`src/rtl/sramx_bus_arbiter_pkg.sv`:
```
// Shared types for the SRAMx bus arbiter and the SRAMx converters.
package sramx_bus_arbiter_pkg;

  // Counter width; STARVE_LIMIT must fit (1..15).
  localparam int STARVE_CNT_W = 4;

  // Owner of the response due in the cycle after issue.
  typedef enum logic [1:0] {
    IDLE   = 2'd0,
    RESP_I = 2'd1,
    RESP_D = 2'd2
  } arb_state_t;

  // One memory-port request. An idle port is the all-zero value.
  typedef struct packed {
    logic        en;
    logic [3:0]  wen;
    logic [31:0] addr;
    logic [31:0] wdata;
  } mem_req_t;

endpackage

```
`src/rtl/sramx_bus_arbiter_if.sv`:
```
// Fetch channel, data channel and unified memory port.
// Handshake: a requester raises valid with stable fields and holds both until
// addr_ok; addr_ok is combinational in the accept cycle, and data_ok with
// rdata comes exactly one cycle later. rdata is 0 whenever data_ok is 0.
interface sramx_bus_arbiter_if;
  logic        i_valid;
  logic [31:0] i_addr;
  logic        i_addr_ok;
  logic        i_data_ok;
  logic [31:0] i_rdata;

  logic        d_valid;
  logic [31:0] d_addr;
  logic [3:0]  d_wen;
  logic [31:0] d_wdata;
  logic        d_addr_ok;
  logic        d_data_ok;
  logic [31:0] d_rdata;

  logic        mem_en;
  logic [3:0]  mem_wen;
  logic [31:0] mem_addr;
  logic [31:0] mem_wdata;
  logic [31:0] mem_rdata;

  // Requester/memory side: drives requests and memory read data.
  modport master (
    output i_valid, i_addr, d_valid, d_addr, d_wen, d_wdata, mem_rdata,
    input  i_addr_ok, i_data_ok, i_rdata, d_addr_ok, d_data_ok, d_rdata,
    input  mem_en, mem_wen, mem_addr, mem_wdata
  );

  // Arbiter side.
  modport slave (
    input  i_valid, i_addr, d_valid, d_addr, d_wen, d_wdata, mem_rdata,
    output i_addr_ok, i_data_ok, i_rdata, d_addr_ok, d_data_ok, d_rdata,
    output mem_en, mem_wen, mem_addr, mem_wdata
  );
endinterface

```
`src/rtl/sramx_starve_counter.sv`:
```
// Counts consecutive cycles a pending fetch has been denied; raises urgent at
// the limit so the fetch overrides data priority.
module sramx_starve_counter
  import sramx_bus_arbiter_pkg::*;
#(
  parameter int STARVE_LIMIT = 4
) (
  input  logic                    clk,
  input  logic                    resetn,
  input  logic                    i_valid,
  input  logic                    grant_i,
  output logic                    urgent,
  output logic [STARVE_CNT_W-1:0] cnt
);

  localparam logic [STARVE_CNT_W-1:0] LIMIT = STARVE_CNT_W'(STARVE_LIMIT);

  if (STARVE_LIMIT < 1 || STARVE_LIMIT > 15) begin : g_bad_limit
    $error("sramx_starve_counter: STARVE_LIMIT must be in 1..15");
  end

  // Clear on a fetch grant or no fetch pending; otherwise count up to LIMIT.
  always_ff @(posedge clk) begin
    if (!resetn) begin
      cnt <= '0;
    end else if (grant_i || !i_valid) begin
      cnt <= '0;
    end else if (cnt != LIMIT) begin
      cnt <= cnt + 1'b1;
    end
  end

  // Fetch has waited long enough to win over data.
  always_comb begin
    urgent = (cnt == LIMIT);
  end

endmodule

```
`src/rtl/sramx_bus_arbiter.sv`:
```
// Per-cycle arbiter sharing one SRAMx port between fetch and data channels.
// Data wins by default; a starvation counter forces a fetch grant after
// STARVE_LIMIT denied cycles. One access per cycle, response one cycle later.
module sramx_bus_arbiter
  import sramx_bus_arbiter_pkg::*;
#(
  parameter int STARVE_LIMIT = 4
) (
  input  logic                    clk,
  input  logic                    resetn,
  sramx_bus_arbiter_if.slave      bus,
  output arb_state_t              dbg_state,
  output logic [STARVE_CNT_W-1:0] dbg_starve_cnt
);

  logic       urgent;
  logic       grant_i;
  logic       grant_d;
  mem_req_t   req;
  arb_state_t state;
  arb_state_t state_next;

  sramx_starve_counter #(
    .STARVE_LIMIT(STARVE_LIMIT)
  ) u_starve (
    .clk     (clk),
    .resetn  (resetn),
    .i_valid (bus.i_valid),
    .grant_i (grant_i),
    .urgent  (urgent),
    .cnt     (dbg_starve_cnt)
  );

  // Grant and the winner's request; fetches never write.
  always_comb begin
    grant_i = bus.i_valid & (~bus.d_valid | urgent);
    grant_d = bus.d_valid & ~grant_i;
    req     = '0;
    if (grant_i) begin
      req.en   = 1'b1;
      req.addr = bus.i_addr;
    end else if (grant_d) begin
      req.en    = 1'b1;
      req.wen   = bus.d_wen;
      req.addr  = bus.d_addr;
      req.wdata = bus.d_wdata;
    end
  end

  // State register: owner of the response due next cycle.
  always_ff @(posedge clk) begin
    if (!resetn) begin
      state <= IDLE;
    end else begin
      state <= state_next;
    end
  end

  // Next state from the grant, evaluated in every state for back-to-back issue.
  always_comb begin
    state_next = IDLE;
    if (grant_i) begin
      state_next = RESP_I;
    end else if (grant_d) begin
      state_next = RESP_D;
    end
  end

  // Outputs: issue side from the grant, response side from the state;
  // everything forced to 0 while reset is asserted.
  always_comb begin
    bus.i_addr_ok = 1'b0;
    bus.i_data_ok = 1'b0;
    bus.i_rdata   = '0;
    bus.d_addr_ok = 1'b0;
    bus.d_data_ok = 1'b0;
    bus.d_rdata   = '0;
    bus.mem_en    = 1'b0;
    bus.mem_wen   = '0;
    bus.mem_addr  = '0;
    bus.mem_wdata = '0;
    if (resetn) begin
      bus.i_addr_ok = grant_i;
      bus.d_addr_ok = grant_d;
      bus.mem_en    = req.en;
      bus.mem_wen   = req.wen;
      bus.mem_addr  = req.addr;
      bus.mem_wdata = req.wdata;
      case (state)
        RESP_I: begin
          bus.i_data_ok = 1'b1;
          bus.i_rdata   = bus.mem_rdata;
        end
        RESP_D: begin
          bus.d_data_ok = 1'b1;
          bus.d_rdata   = bus.mem_rdata;
        end
        default: ;
      endcase
    end
  end

  // Debug view of the FSM.
  always_comb begin
    dbg_state = state;
  end

endmodule
```
`src/flat_wrapper.sv`:
```
// flat-port wrapper written by rule: the top's interface ports become plain ports
module sramx_bus_arbiter_flat import sramx_bus_arbiter_pkg::*;
#(
  parameter int STARVE_LIMIT = 4
)
  (clk, resetn, dbg_state, dbg_starve_cnt, bus_i_valid, bus_i_addr, bus_d_valid, bus_d_addr, bus_d_wen, bus_d_wdata, bus_mem_rdata, bus_i_addr_ok, bus_i_data_ok, bus_i_rdata, bus_d_addr_ok, bus_d_data_ok, bus_d_rdata, bus_mem_en, bus_mem_wen, bus_mem_addr, bus_mem_wdata);
  sramx_bus_arbiter_if bus_i ();
  input  logic clk;
  input  logic resetn;
  output arb_state_t dbg_state;
  output logic [STARVE_CNT_W-1:0] dbg_starve_cnt;
  input wire logic [$bits(bus_i.i_valid)-1:0] bus_i_valid;
  input wire logic [$bits(bus_i.i_addr)-1:0] bus_i_addr;
  input wire logic [$bits(bus_i.d_valid)-1:0] bus_d_valid;
  input wire logic [$bits(bus_i.d_addr)-1:0] bus_d_addr;
  input wire logic [$bits(bus_i.d_wen)-1:0] bus_d_wen;
  input wire logic [$bits(bus_i.d_wdata)-1:0] bus_d_wdata;
  input wire logic [$bits(bus_i.mem_rdata)-1:0] bus_mem_rdata;
  output wire logic [$bits(bus_i.i_addr_ok)-1:0] bus_i_addr_ok;
  output wire logic [$bits(bus_i.i_data_ok)-1:0] bus_i_data_ok;
  output wire logic [$bits(bus_i.i_rdata)-1:0] bus_i_rdata;
  output wire logic [$bits(bus_i.d_addr_ok)-1:0] bus_d_addr_ok;
  output wire logic [$bits(bus_i.d_data_ok)-1:0] bus_d_data_ok;
  output wire logic [$bits(bus_i.d_rdata)-1:0] bus_d_rdata;
  output wire logic [$bits(bus_i.mem_en)-1:0] bus_mem_en;
  output wire logic [$bits(bus_i.mem_wen)-1:0] bus_mem_wen;
  output wire logic [$bits(bus_i.mem_addr)-1:0] bus_mem_addr;
  output wire logic [$bits(bus_i.mem_wdata)-1:0] bus_mem_wdata;
  assign bus_i.i_valid = bus_i_valid;
  assign bus_i.i_addr = bus_i_addr;
  assign bus_i.d_valid = bus_d_valid;
  assign bus_i.d_addr = bus_d_addr;
  assign bus_i.d_wen = bus_d_wen;
  assign bus_i.d_wdata = bus_d_wdata;
  assign bus_i.mem_rdata = bus_mem_rdata;
  assign bus_i_addr_ok = bus_i.i_addr_ok;
  assign bus_i_data_ok = bus_i.i_data_ok;
  assign bus_i_rdata = bus_i.i_rdata;
  assign bus_d_addr_ok = bus_i.d_addr_ok;
  assign bus_d_data_ok = bus_i.d_data_ok;
  assign bus_d_rdata = bus_i.d_rdata;
  assign bus_mem_en = bus_i.mem_en;
  assign bus_mem_wen = bus_i.mem_wen;
  assign bus_mem_addr = bus_i.mem_addr;
  assign bus_mem_wdata = bus_i.mem_wdata;
  sramx_bus_arbiter #(.STARVE_LIMIT(STARVE_LIMIT)) u_core (.clk(clk), .resetn(resetn), .bus(bus_i), .dbg_state(dbg_state), .dbg_starve_cnt(dbg_starve_cnt));
endmodule
```
`config.mk`:
```
export PLATFORM = sky130hd
export DESIGN_NAME = sramx_bus_arbiter_flat
export DESIGN_NICKNAME = d
export VERILOG_FILES = /design/src/rtl/sramx_bus_arbiter_pkg.sv /design/src/rtl/sramx_bus_arbiter_if.sv /design/src/rtl/sramx_starve_counter.sv /design/src/rtl/sramx_bus_arbiter.sv /design/src/flat_wrapper.sv
export SDC_FILE = /design/constraint.sdc
export NUM_CORES = 1
export LEC_CHECK = 0
export ABC_AREA = 1
export BUFFER_PORTS_ARGS = -buffer_cell sky130_fd_sc_hd__buf_2
export CELL_PAD_IN_SITES_DETAIL_PLACEMENT = 1
export CELL_PAD_IN_SITES_GLOBAL_PLACEMENT = 1
export CORE_UTILIZATION = 13
export DETAILED_ROUTE_END_ITERATION = 8
export HOLD_SLACK_MARGIN = 0.1
export PLACE_DENSITY_LB_ADDON = 0.1
export SYNTH_ARGS = -nofsm -noshare
export SYNTH_HDL_FRONTEND = slang
export SYNTH_SLANG_ARGS = --single-unit
```
`constraint.sdc`:
```
create_clock -name clk -period 1.8 [get_ports clk]
set_clock_uncertainty 0.05 [all_clocks]
set_input_delay 0.09 -clock clk [delete_from_list [all_inputs] [get_ports clk]]
set_output_delay 0.09 -clock clk [all_outputs]
set_load 0.02 [all_outputs]
```
==> impl_metrics.tcl <==
set metrics [dict create \
    start_kind "flip-flop" \
    synth-main-ff-cell "dfxtp_1" \
    ff2ff_setup_slack_ns 0.51 \
    syn_inst 329 \
    nets 740 \
    num_rows 38 \
    htreeDepth 1 \
    vias_per_cell 3.94 \
    port-buffer-count 278 \
    antenna_left 0 \
    die_h_um 109 \
    area_growth_pct 114 \
    dp_hpwl_mm 7.68 \
    nFillCells 1587 \
    synth_most_common_cell "nor2_1" \
    regArea_sq_um 120 \
    synth_area_sq_um 1490 \
    async_flop_share 0 \
    clk-insertion-delay-late_ns 0.23 \
    rsz0062_at_grt "true" \
    antenna_found_initial 0 \
    cp_cell_sequence "inv_1, ha_1, nand4_2, buf_4, nand3_1, nand2_1, buf_2" \
    dr.pass1.iters 4 \
    grt_use_total 0.138 \
    min_period_over_period 0.948 \
    drcViolationCount 0 \
    synthTopCellsByArea "nor2_1 26%, nand3_1 23%, inv_1 19%" \
    synth_seq_cells 6 \
    cts_sinks 6 \
    postLayoutCoreUtil 0.289 \
    synth_edf_count 0 \
    fmax_ghz 0.586 \
    p_per_area_nw_per_um2 349 \
    wirelength_mm 8.91 \
    start_util 0.135 \
    hold_violations 0 \
    grt_pass1_wl_mm 13.1 \
    root_buffer "clkbuf_16" \
    antenna_cells 0 \
    grt_pass1_vias 2716 \
    critical_path_class "reg -> out" \
    synth_commonest_cells "104 x nor2_1, 76 x inv_1, 67 x nand3_1, 41 x nand2_1, 11 x clkbuf_1" \
    tightest_slew_ns 0.347 \
    cp-end-kind "output pin" \
    status "finished clean" \
    cts_buffer_depth 2 \
    finalMaxSlewViolations 0 \
    slowest_stage "dfxtp_1" \
    yosysTopAreaCell "nor2_1" \
    clk_pin_slew_ns 0.03 \
    required_ns 1.66 \
    globalplace.congestion 0.750 \
    synth-seq-area-share 0.0809 \
    dpl_cell_area_sq_um 3050 \
    cp_max_fo 18 \
    slew_headroom 0.769 \
    die_x_um 109 \
    final_area_sq_um 3170 \
    drt_iter0_drc 82 \
    drive_gt1_frac 0.498 \
    io_pins 279 \
    yosys_warnings 0 \
    grt_max_degree 39 \
    whs_ns 0.164 \
    cellLeakagePower_nw 2.39 \
    cts_tree "built" \
    syn-num-nets 467 \
    post-route-min-period_ns 1.71 \
    dr_total_vias 2914 \
    die_area_sq_um 11900 \
    cts_buffers 3 \
    multi_input_area_sq_um 968 \
    gr-total-overflow 0 \
    detail_route.wl_per_cell_um 12.0 \
    vdd_ir_drop_max_mv 0.187 \
    maxCapViolCount 0 \
    yosys.cell_types.count 16 \
    worstPathArrival_ns 1.57 \
    finalSetupViolCount 0 \
    min_path_type "in -> reg" \
    slowest_delay_ns 0.34 \
    synth.avg_cell_area_sq_um 4.51 \
    path_delay_family "buffers and inverters" \
    cp_num_buf_inv 3 \
    core_area_sq_um 11000 \
    synth_top_area_frac 0.263 \
]
[registers in the layout, indices dropped and copies added, names as in the netlist]
name                 count
u_core.u_starve.cnt      4
u_core.dbg_state         2
[what timing repair did]
| item | in CTS | in global routing |
|---|---|---|
| resized for setup | 0 | 12 |
| endpoints found under the setup margin | 0 | 34 |
| hold buffers | 1 | 0 |
| hold endpoints to repair | 1 | 0 |
| setup buffers | 0 | 0 |
[logic make-up after synthesis]
group | share of synthesized area
simple gates | 0.609
buf+inv | 0.274
flops | 0.0809
compound gates | 0.0135
fa+ha+maj | 0.0168
xor+xnor | 0.00590
[cells in the final DEF, fill, tap and decap left out, types with 2 or more instances in the layout]
cell type    n
a21oi_1      4
nand3_1     66
buf_4       12
inv_2        3
nor2_1     103
nand2_1     40
clkbuf_16    3
nand4_1      2
dfxtp_1      6
buf_12       3
ha_1         2
inv_1       76
buf_2      273
[cell type report]
type,instances,share of cell area
inverters,79,0.0935
flip-flops and latches,6,0.0379
well taps,140,0.0552
multi-input cells,222,0.305
clock buffers,3,0.0237
repair buffers,290,0.485
[worst paths after layout]
| check | from | end | depth (start not counted) |
|---|---|---|---|
| setup / recovery | u_core.u_starve.cnt[1] | bus_mem_addr[24] | 7 |
| hold / removal | bus_i_valid | u_core.dbg_state[0] | 3 |
| setup reg to reg | u_core.u_starve.cnt[1] | u_core.dbg_state[1] | 6 |
| hold reg to reg | u_core.u_starve.cnt[3] | u_core.u_starve.cnt[3] | 2 |
[worst reg2reg max path, delay by kind of cell, from the launching register on]
kind                       cells  cell delay [ns]
and+or+nand+nor                2             0.31
DFF                            1             0.31
buffers and inverters          3             0.31
adders and majority gates      1             0.21
[routing by layer]
metal  wire, um  GRT usage  part of all wire
met1       2960      0.132              0.33
met2       5020      0.294              0.56
met3        888     0.0323              0.10
met4         41     0.0203            0.0046
met5          0          0                 0
[power breakdown]
part	internal, mW	switching, mW	total (mW)
logic	0.251	0.364	0.615
registers	0.137	0.00208	0.139
clock network	0.285	0.0696	0.354
total	0.673	0.435	1.11
[stage by stage]
| stage | setup TNS, ns | worst slack [ns] | total power [mW] | instances |
|---|---|---|---|---|
| 5_1_grt | -0.146 | -0.0288 | 1.19 | 740 |
| 6_report | 0 | 0.0940 | 1.11 | 740 |
| 4_1_cts | 0 | 0.00949 | 1.12 | 740 |
| 3_5_place_dp | 0 | 0.265 | 0.755 | 736 |
| 2_1_floorplan | 0 | 0.0627 | 0.460 | 329 |
| 3_3_place_gp | 0 | 0.288 | 0.748 | 736 |
(Power assumes the default switching activity.)
